[src/rtl/mem_stage_access_pkg.sv]
// Shared LC-3b types for the MEM stage: word and write-mask types, the access FSM states
// and a byte-lane mask helper.
package lc3b_types;

    typedef logic [15:0] lc3b_word;
    typedef logic [1:0]  lc3b_mem_wmask;

    typedef enum logic [1:0] {
        IDLE = 2'd0,
        IND  = 2'd1,
        ACC  = 2'd2,
        DONE = 2'd3
    } mem_access_state_t;

    localparam lc3b_mem_wmask WMASK_NONE = 2'b00;
    localparam lc3b_mem_wmask WMASK_WORD = 2'b11;

    // Odd byte addresses live in the high lane.
    function automatic lc3b_mem_wmask byte_wmask(input logic addr0);
        return addr0 ? 2'b10 : 2'b01;
    endfunction

endpackage

[src/rtl/mem_stage_access_if.sv]
// Data-memory handshake bus between the MEM stage (master) and the data memory (slave).
interface mem_stage_access_if;
    import lc3b_types::*;

    lc3b_word      dmem_address;
    logic          dmem_read;
    logic          dmem_write;
    lc3b_mem_wmask dmem_wmask;
    lc3b_word      dmem_wdata;
    lc3b_word      dmem_rdata;
    logic          dmem_resp;

    modport master (
        output dmem_address, dmem_read, dmem_write, dmem_wmask, dmem_wdata,
        input  dmem_rdata, dmem_resp
    );

    modport slave (
        input  dmem_address, dmem_read, dmem_write, dmem_wmask, dmem_wdata,
        output dmem_rdata, dmem_resp
    );

endinterface

[src/rtl/mem_stage_access_byte_align.sv]
// Byte-lane alignment: lane select and extension for loads, lane replication and
// write mask for stores. Purely combinational.
module mem_byte_align
    import lc3b_types::*;
#(
    parameter bit LDB_SEXT = 1'b1
) (
    input  logic          st_byte_i,
    input  logic          st_addr0_i,
    input  lc3b_word      st_data_i,
    input  logic          ld_byte_i,
    input  logic          ld_addr0_i,
    input  lc3b_word      ld_rdata_i,
    output lc3b_mem_wmask wmask_o,
    output lc3b_word      wdata_o,
    output lc3b_word      ld_data_o
);

    logic [7:0] ld_lane;

    always_comb begin
        wmask_o = st_byte_i ? byte_wmask(st_addr0_i) : WMASK_WORD;
        wdata_o = st_byte_i ? {st_data_i[7:0], st_data_i[7:0]} : st_data_i;

        ld_lane = ld_addr0_i ? ld_rdata_i[15:8] : ld_rdata_i[7:0];
        if (!ld_byte_i) begin
            ld_data_o = ld_rdata_i;
        end else if (LDB_SEXT) begin
            ld_data_o = {{8{ld_lane[7]}}, ld_lane};
        end else begin
            ld_data_o = {8'h00, ld_lane};
        end
    end

endmodule

[src/rtl/mem_stage_access.sv]
// MEM-stage access sequencer: turns EX/MEM load/store intent into data-memory
// handshakes (including LDI/STI pointer fetch), stalls upstream while busy.
//
// state | meaning
// IDLE  | no access in flight; a request is captured here
// IND   | pointer read for LDI/STI
// ACC   | final read or write access
// DONE  | one-cycle completion pulse, EX/MEM advances
module mem_stage_access
    import lc3b_types::*;
#(
    parameter bit LDB_SEXT = 1'b1
) (
    input  logic                      clk,
    input  logic                      reset,
    input  logic                      mem_read_in,
    input  logic                      mem_write_in,
    input  logic                      indirect_in,
    input  logic                      byte_in,
    input  lc3b_word                  addr_in,
    input  lc3b_word                  store_data_in,
    mem_stage_access_if.master        dmem,
    output lc3b_word                  mem_data_out,
    output logic                      done,
    output logic                      stall
);

    mem_access_state_t state_q;
    lc3b_word          addr_q;
    lc3b_word          sdata_q;
    logic              is_read_q;
    logic              byte_q;
    logic              read_q;
    logic              write_q;
    lc3b_mem_wmask     wmask_q;
    lc3b_word          wdata_q;
    lc3b_word          data_q;
    logic              done_q;

    logic              request;
    logic              nxt_byte;
    logic              nxt_addr0;
    lc3b_word          nxt_sdata;
    lc3b_mem_wmask     st_wmask;
    lc3b_word          st_wdata;
    lc3b_word          ld_data;

    assign request = mem_read_in | mem_write_in;

    // Store lane setup for the access about to start: either straight from EX/MEM,
    // or from the pointer arriving at the end of IND (indirect is always word-wide).
    always_comb begin
        nxt_byte  = byte_in & ~indirect_in;
        nxt_addr0 = addr_in[0];
        nxt_sdata = store_data_in;
        if (state_q == IND) begin
            nxt_byte  = 1'b0;
            nxt_addr0 = dmem.dmem_rdata[0];
            nxt_sdata = sdata_q;
        end
    end

    mem_byte_align #(
        .LDB_SEXT (LDB_SEXT)
    ) u_align (
        .st_byte_i  (nxt_byte),
        .st_addr0_i (nxt_addr0),
        .st_data_i  (nxt_sdata),
        .ld_byte_i  (byte_q),
        .ld_addr0_i (addr_q[0]),
        .ld_rdata_i (dmem.dmem_rdata),
        .wmask_o    (st_wmask),
        .wdata_o    (st_wdata),
        .ld_data_o  (ld_data)
    );

    always_ff @(posedge clk) begin
        if (reset) begin
            state_q   <= IDLE;
            addr_q    <= '0;
            sdata_q   <= '0;
            is_read_q <= 1'b0;
            byte_q    <= 1'b0;
            read_q    <= 1'b0;
            write_q   <= 1'b0;
            wmask_q   <= WMASK_NONE;
            wdata_q   <= '0;
            data_q    <= '0;
            done_q    <= 1'b0;
        end else begin
            case (state_q)
                IDLE: begin
                    if (request) begin
                        addr_q    <= addr_in;
                        sdata_q   <= store_data_in;
                        is_read_q <= mem_read_in;
                        byte_q    <= byte_in & ~indirect_in;
                        if (indirect_in) begin
                            state_q <= IND;
                            read_q  <= 1'b1;
                        end else begin
                            state_q <= ACC;
                            read_q  <= mem_read_in;
                            write_q <= ~mem_read_in;
                            wmask_q <= mem_read_in ? WMASK_NONE : st_wmask;
                            wdata_q <= st_wdata;
                        end
                    end
                end
                IND: begin
                    if (dmem.dmem_resp) begin
                        addr_q  <= dmem.dmem_rdata;
                        state_q <= ACC;
                        read_q  <= is_read_q;
                        write_q <= ~is_read_q;
                        wmask_q <= is_read_q ? WMASK_NONE : st_wmask;
                        wdata_q <= st_wdata;
                    end
                end
                ACC: begin
                    if (dmem.dmem_resp) begin
                        read_q  <= 1'b0;
                        write_q <= 1'b0;
                        wmask_q <= WMASK_NONE;
                        if (is_read_q) begin
                            data_q <= ld_data;
                        end
                        done_q  <= 1'b1;
                        state_q <= DONE;
                    end
                end
                DONE: begin
                    done_q  <= 1'b0;
                    state_q <= IDLE;
                end
                default: begin
                    state_q <= IDLE;
                end
            endcase
        end
    end

    assign dmem.dmem_address = {addr_q[15:1], 1'b0};
    assign dmem.dmem_read    = read_q;
    assign dmem.dmem_write   = write_q;
    assign dmem.dmem_wmask   = wmask_q;
    assign dmem.dmem_wdata   = wdata_q;

    assign mem_data_out = data_q;
    assign done         = done_q;
    assign stall        = ((state_q == IDLE) & request) | (state_q == IND) | (state_q == ACC);

endmodule
[src/flat_wrapper.sv]
// flat-port wrapper written by rule: the top's interface ports become plain ports
module mem_stage_access_flat import lc3b_types::*;
#(
    parameter bit LDB_SEXT = 1'b1
)
  (clk, reset, mem_read_in, mem_write_in, indirect_in, byte_in, addr_in, store_data_in, mem_data_out, done, stall, dmem_dmem_address, dmem_dmem_read, dmem_dmem_write, dmem_dmem_wmask, dmem_dmem_wdata, dmem_dmem_rdata, dmem_dmem_resp);
  mem_stage_access_if dmem_i ();
  input  logic clk;
  input  logic reset;
  input  logic mem_read_in;
  input  logic mem_write_in;
  input  logic indirect_in;
  input  logic byte_in;
  input  lc3b_word addr_in;
  input  lc3b_word store_data_in;
  output lc3b_word mem_data_out;
  output logic done;
  output logic stall;
  output wire logic [$bits(dmem_i.dmem_address)-1:0] dmem_dmem_address;
  output wire logic [$bits(dmem_i.dmem_read)-1:0] dmem_dmem_read;
  output wire logic [$bits(dmem_i.dmem_write)-1:0] dmem_dmem_write;
  output wire logic [$bits(dmem_i.dmem_wmask)-1:0] dmem_dmem_wmask;
  output wire logic [$bits(dmem_i.dmem_wdata)-1:0] dmem_dmem_wdata;
  input wire logic [$bits(dmem_i.dmem_rdata)-1:0] dmem_dmem_rdata;
  input wire logic [$bits(dmem_i.dmem_resp)-1:0] dmem_dmem_resp;
  assign dmem_dmem_address = dmem_i.dmem_address;
  assign dmem_dmem_read = dmem_i.dmem_read;
  assign dmem_dmem_write = dmem_i.dmem_write;
  assign dmem_dmem_wmask = dmem_i.dmem_wmask;
  assign dmem_dmem_wdata = dmem_i.dmem_wdata;
  assign dmem_i.dmem_rdata = dmem_dmem_rdata;
  assign dmem_i.dmem_resp = dmem_dmem_resp;
  mem_stage_access #(.LDB_SEXT(LDB_SEXT)) u_core (.clk(clk), .reset(reset), .mem_read_in(mem_read_in), .mem_write_in(mem_write_in), .indirect_in(indirect_in), .byte_in(byte_in), .addr_in(addr_in), .store_data_in(store_data_in), .dmem(dmem_i), .mem_data_out(mem_data_out), .done(done), .stall(stall));
endmodule
[config.mk]
export PLATFORM = sky130hd
export DESIGN_NAME = mem_stage_access_flat
export DESIGN_NICKNAME = d
export VERILOG_FILES = /design/src/rtl/mem_stage_access_pkg.sv /design/src/rtl/mem_stage_access_if.sv /design/src/rtl/mem_stage_access_byte_align.sv /design/src/rtl/mem_stage_access.sv /design/src/flat_wrapper.sv
export SDC_FILE = /design/constraint.sdc
export NUM_CORES = 1
export LEC_CHECK = 0
export CORE_MARGIN = 3
export CORE_UTILIZATION = 35
export DETAILED_ROUTE_END_ITERATION = 12
export HOLD_SLACK_MARGIN = 0.15
export SYNTH_ARGS = -nofsm -noshare
export SYNTH_HDL_FRONTEND = slang
export SYNTH_SLANG_ARGS = --single-unit
[constraint.sdc]
create_clock -name clk -period 2.2 [get_ports clk]
set_input_delay 0.33 -clock clk [delete_from_list [all_inputs] [get_ports clk]]
set_output_delay 0.33 -clock clk [all_outputs]
set_load 0.05 [all_outputs]
==> impl_metrics.env, run 1 <==
export IMPL_status="finished, final reports clean"
export IMPL_slowest_stage="dfxtp_1"
export IMPL_wl_per_cell_um=16.4
export IMPL_io_pins=109
export IMPL_p_leak_nw=1.88
export IMPL_netlist_area_um2=3610
export IMPL_postRouteAntennaNets=0
export IMPL_yosys_top_cells_count="73 x dfxtp_1, 45 x nand2_1, 39 x a21oi_1"
export IMPL_slew_viol_final=0
export IMPL_crit_path_max_incr_delay_ns=0.39
export IMPL_nNetsFinal=565
export IMPL_worst_pin_slew_ns=0.535
export IMPL_grt_pass1_vias=3137
export IMPL_p_per_area_nw_per_um2=1490
export IMPL_cts_buffers=9
export IMPL_wirelength_mm=10.5
export IMPL_drive_gt1_share_pct=14.1
export IMPL_ys_top_cells_by_area="dfxtp_1 40%, mux2i_1 8.0%, mux2_2 5.9%"
export IMPL_yosysTopAreaCellShare_pct=40.5
export IMPL_critPathMaxFanout=7
export IMPL_start_util_pct=36.5
export IMPL_synth_edf_count=0
export IMPL_insertion_delay_ns=0.34
export IMPL_post_route_drc_count=0
export IMPL_path_delay_family="flip-flops"
export IMPL_relSlewSlack_pct=64.2
export IMPL_min_period_ns=2.09
export IMPL_ir_drop_mv=0.807
export IMPL_synth_ff_type="dfxtp_1"
export IMPL_finalCritPeriodShare_pct=95.0
export IMPL_path_clk_slew_ns=0.08
export IMPL_numPortBuffers=107
export IMPL_yosysSeqAreaShare_pct=40.5
export IMPL_async_flop_share_pct=0
export IMPL_row_count=36
export IMPL_die_x_um=108
export IMPL_dp_hpwl_mm=7.61
export IMPL_synth_area_leader_cell="dfxtp_1"
export IMPL_post_place_ws_ns=0.0124
export IMPL_antenna_found_initial=0
export IMPL_syn_avg_cell_area_um2=8.96
export IMPL_place_gp_congestion=0.812
export IMPL_cts_tree="yes"
export IMPL_route_vias_total=3271
export IMPL_synth_most_common_cell="dfxtp_1"
export IMPL_clock_sinks=73
export IMPL_grt_pass1_wl_mm=16.6
export IMPL_maxCapViolCount=0
export IMPL_die_area_um2=11600
export IMPL_drtIter0Drc=138
export IMPL_area_growth_pct=41.5
export IMPL_skew_ns=0.00901
export IMPL_fillers=971
export IMPL_reg2reg_from="u_core.state_q[1]$_SDFFE_PP0P_"
export IMPL_syn_nets=464
export IMPL_timing_final_ws_setup_ns=0.111
export IMPL_synth_cells=403
export IMPL_grt_total_usage_pct=18.1
export IMPL_clockBufferDepth=2
export IMPL_postLayoutCoreUtil_pct=51.6
export IMPL_grt_max_degree=35
export IMPL_ys_ff_latch=73
export IMPL_hold_class="primary input to register"
export IMPL_worst_ep_required_time_ns=1.87
export IMPL_via_per_inst=5.10
export IMPL_worstSetupPathType="register to output pin"
export IMPL_hold_ws_ns=0.430
export IMPL_root_buffer="clkbuf_8"
export IMPL_h_tree_depth=3
export IMPL_overflow=0
export IMPL_startpoint_type="register"
export IMPL_cp_end_kind="output pin"
export IMPL_finalSetupTns_ns=0
export IMPL_worstPathBufferInverterCount=2
export IMPL_min_delay_start="reset"
export IMPL_antennaDiodeCount=0
export IMPL_die_y_um=108
export IMPL_cp_arrival_ns=1.76
export IMPL_rsz0062_at_grt="no"
export IMPL_core_um2=9910
export IMPL_setup_viol=0
export IMPL_first_pass_iters=4
export IMPL_max_freq_mhz=479
export IMPL_yosysUniqueCellTypes=37
export IMPL_cp_startpoint="u_core.state_q[1]$_SDFFE_PP0P_"
export IMPL_power_total_mw=7.61
export IMPL_hold_viol_final=0
export IMPL_synth_warnings=0
export IMPL_path_cells="inv_1, ha_2, o21a_1, or3_1, buf_12"
==> registers in the layout, summed over array words and instances, names as in the netlist <==
signal	cells
u_core.sdata_q	16
u_core.dmem.dmem_wmask	2
u_core.mem_data_out	16
u_core.state_q	2
u_core.dmem.dmem_wdata	16
u_core.addr_q	16
u_core.done	1
u_core.is_read_q	1
u_core.byte_q	1
u_core.dmem.dmem_read	1
u_core.dmem.dmem_write	1
==> layout by cell type, fill, tap and decap left out, types with 13 or more instances in the layout <==
cell / count
clkdlybuf4s50_1: 105
nor2_1: 32
dfxtp_1: 72
a21oi_1: 39
buf_4: 17
nor2b_1: 26
nand2b_1: 13
a311oi_1: 18
nand2_1: 45
mux2_2: 19
mux2i_1: 29
==> path summary, 6_finish.rpt <==
check | to | slack [ns] | cells after the start
worst min-delay path | u_core.sdata_q[15]$_SDFFE_PP0P_ | 0.43 | 2
worst max register to register | u_core.dmem.dmem_wdata[4]$_SDFFE_PP0P_ | 0.22 | 6
worst min register to register | u_core.sdata_q[7]$_SDFFE_PP0P_ | 0.46 | 2
worst max-delay path | stall | 0.11 | 5
==> cell families (layout without fill, tap and decap cells) <==
| logic type | after synthesis | count (layout) | share of synthesized area (%) |
|---|---|---|---|
| compound gates | 90 | 90 | 18.4 |
| fa+ha+maj | 6 | 6 | 2.08 |
| buf+inv | 42 | 148 | 5.30 |
| flops | 73 | 73 | 40.5 |
| mux | 48 | 48 | 14.0 |
| other cells | 1 | 1 | 0.104 |
| simple gates | 143 | 143 | 19.7 |
==> cell type report <==
cell class              instances  area, um2  area share [%]
multi-input cells             288       1980            38.7
flip-flops and latches         73       1460            28.6
repair buffers                127       1260            24.6
well taps                     133        166            3.26
clock buffers                  11        151            2.96
clock inverters                 5       77.6            1.52
inverters                       5       18.8           0.367
==> worst reg2reg max path, stage by stage, from the launching register on <==
cell and delay, ns:
dfxtp_1 0.35, inv_1 0.17, ha_1 0.25, mux2_2 0.37
a21bo_1 0.22, buf_12 0.16, mux2_2 0.35
==> power breakdown <==
part           leakage, nW  total, mW  switching [mW]  internal, mW
Sequential           0.600       2.00           0.235          1.77
Combinational         1.17       4.41            2.66          1.75
Clock                0.115       1.20           0.505         0.697
Total                 1.88       7.61            3.40          4.22
==> routing by layer <==
| layer | GRT usage, % | routed length, um | share of wire [%] | vias up |
|---|---|---|---|---|
| met5 | 0 | 0 | 0 | - |
| met4 | 6.31 | 182 | 1.7 | 0 |
| met3 | 3.42 | 394 | 3.7 | 15 |
| met2 | 27.5 | 4990 | 47 | 85 |
| met1 | 25.6 | 4950 | 47 | 1538 |
| li1 | - | - | - | 1633 |
==> stage by stage <==
stage                     instances  cell area, um2
after floorplan                 403            3610
after CTS                       641            5090
after global routing            642            5110
after global placement          625            4850
final                           642            5110
after detailed placement        625            4850
==> repair_timing <==
item | in CTS | in global routing
pin swaps | 0 | 1
hold buffers | 0 | 0
buffers inserted | 0 | 1
resized for setup | 2 | 2
endpoints found under the setup margin | 1 | 7
(Power assumes the default switching activity.)
==> run 2: changes to the inputs <==
--- a/config.mk
+++ b/config.mk
@@ -5,6 +5,7 @@
 export SDC_FILE = /design/constraint.sdc
 export NUM_CORES = 1
 export LEC_CHECK = 0
+export CORE_ASPECT_RATIO = 1.2
 export CORE_MARGIN = 3
 export CORE_UTILIZATION = 35
 export DETAILED_ROUTE_END_ITERATION = 12
==> run 2 against run 1 <==
  * Critical path depth is the same
  * Clock power grew 13%
  * Global-route usage shrank 0.58 points
  * Register-to-register slack lost 0.03 ns
  * Clock skew shrank 0.0054 ns
  * Die area is essentially flat
  * Largest power group unchanged
  * Highest routed layer unchanged
==> impl_metrics.env, run 2 (same netlist as run 1, synthesis figures left out) <==
export IMPL_relSlewSlack_pct=44.8
export IMPL_worst_pin_slew_ns=0.828
export IMPL_rsz0062_at_grt="no"
export IMPL_worstSetupPathType="register to output pin"
export IMPL_fin_cells=634
export IMPL_max_freq_mhz=482
export IMPL_drtIter0Drc=123
export IMPL_h_tree_depth=3
export IMPL_status="finished, final reports clean"
export IMPL_postCtsSetupRepairBufs=0
export IMPL_route_vias_total=3269
export IMPL_p_per_area_nw_per_um2=1510
export IMPL_place_gp_congestion=0.822
export IMPL_hold_ws_ns=0.457
export IMPL_postRouteAntennaNets=0
export IMPL_die_area_um2=11600
export IMPL_start_util_pct=35.9
export IMPL_critPathMaxFanout=7
export IMPL_antennaDiodeCount=0
export IMPL_die_x_um=98.7
export IMPL_setup_viol=0
export IMPL_grt_pass1_vias=3112
export IMPL_clockBufferDepth=2
export IMPL_grt_total_usage_pct=17.5
export IMPL_worst_ep_required_time_ns=1.87
export IMPL_overflow=0
export IMPL_hold_class="register to register"
export IMPL_wl_per_cell_um=15.9
export IMPL_grt_pass1_wl_mm=16.2
export IMPL_finalCritPeriodShare_pct=94.3
export IMPL_area_growth_pct=42.5
export IMPL_wirelength_mm=10.1
export IMPL_core_um2=10100
export IMPL_ir_drop_mv=0.742
export IMPL_cts_resized=0
export IMPL_dp_cells=618
export IMPL_die_y_um=117
export IMPL_p_leak_nw=1.91
export IMPL_via_per_inst=5.16
export IMPL_cts_tree="yes"
export IMPL_grt_max_degree=38
export IMPL_maxCapViolCount=0
export IMPL_clock_sinks=73
export IMPL_postLayoutCoreUtil_pct=51.2
export IMPL_row_count=40
export IMPL_drive_gt1_share_pct=13.2
export IMPL_io_pins=109
export IMPL_numPortBuffers=107
export IMPL_hold_buffers=0
export IMPL_cts_buffers=9
export IMPL_antenna_found_initial=0
export IMPL_root_buffer="clkbuf_16"
export IMPL_final_common_cell="clkdlybuf4s50_1"
export IMPL_dp_hpwl_mm=7.26
export IMPL_slew_viol_final=0
export IMPL_path_clk_slew_ns=0.06
export IMPL_hold_viol_final=0
export IMPL_nNetsFinal=564
export IMPL_startpoint_type="register"
export IMPL_cp_arrival_ns=1.74
export IMPL_post_route_drc_count=0
export IMPL_cp_end_kind="output pin"
export IMPL_skew_ns=0.00359
export IMPL_mostFrequentLayoutCells="105 x clkdlybuf4s50_1, 73 x dfxtp_1, 45 x nand2_1"
export IMPL_first_pass_iters=4
export IMPL_insertion_delay_ns=0.33
export IMPL_min_period_ns=2.07
[run 2: worst max-delay path: stages, from the launching register on]
cell	delay [ns]
dfxtp_1	0.40
inv_1	0.10
ha_2	0.23
o21a_1	0.13
or3_1	0.37
buf_12	0.17
[run 2: per-layer routing]
metal  up-vias  global-route usage (%)  routed length, um  share of wire, %
met2       115                    27.1               4610                46
met1      1512                    23.4               4600                46
li1       1625                       -                  -                 -
met4         0                    7.01                279               2.8
met3        17                    4.51                584               5.8
met5         -                       0                  0                 0
[run 2: power by group]
part	leakage [nW]	switching (mW)	total (mW)	internal, mW
clock network	0.139	0.532	1.35	0.819
registers	0.600	0.245	2.01	1.77
logic	1.17	2.63	4.38	1.75
[run 2: stage by stage]
stage / setup slack (ns) / TNS (ns) / power [mW] / area (um2)
final: 0.126 / 0 / 7.75 / 5150
after global routing: 0.0132 / 0 / 8.19 / 5150
after CTS: 0.0423 / 0 / 7.81 / 5140
after detailed placement: -0.0103 / -0.0103 / 6.43 / 4870
after global placement: 0.101 / 0 / 6.38 / 4870
after floorplan: 0.130 / 0 / 5.08 / 3610
[run 2: path summary, 6_finish.rpt]
| check | start | to | slack (ns) | cells past startpoint |
|---|---|---|---|---|
| max | u_core.state_q[0]$_SDFFE_PP0P_ | stall | 0.13 | 5 |
| min | u_core.sdata_q[12]$_SDFFE_PP0P_ | u_core.sdata_q[12]$_SDFFE_PP0P_ | 0.46 | 2 |
| max reg2reg | u_core.state_q[1]$_SDFFE_PP0P_ | u_core.addr_q[4]$_SDFFE_PP0P_ | 0.19 | 5 |
| min reg2reg | u_core.sdata_q[12]$_SDFFE_PP0P_ | u_core.sdata_q[12]$_SDFFE_PP0P_ | 0.46 | 2 |
[run 2: area by class of cell]
class	instances	area (um2)
Clock buffer	13	260
Sequential cell	73	1460
Clock inverter	3	15.0
Multi-Input combinational cell	288	1960
Inverter	5	18.8
Fill cell	946	4910
Timing Repair Buffer	126	1270
Tap cell	126	158
==> run 3: changes to the inputs <==
--- a/config.mk
+++ b/config.mk
@@ -9,7 +9,9 @@
 export CORE_MARGIN = 3
 export CORE_UTILIZATION = 35
 export DETAILED_ROUTE_END_ITERATION = 12
+export GPL_ROUTABILITY_DRIVEN = 1
 export HOLD_SLACK_MARGIN = 0.15
 export SYNTH_ARGS = -nofsm -noshare
 export SYNTH_HDL_FRONTEND = slang
 export SYNTH_SLANG_ARGS = --single-unit
+export TNS_END_PERCENT = 10
==> results of run 3 <==
No change in the layout: final DEF, timing and power equal those of run 2.
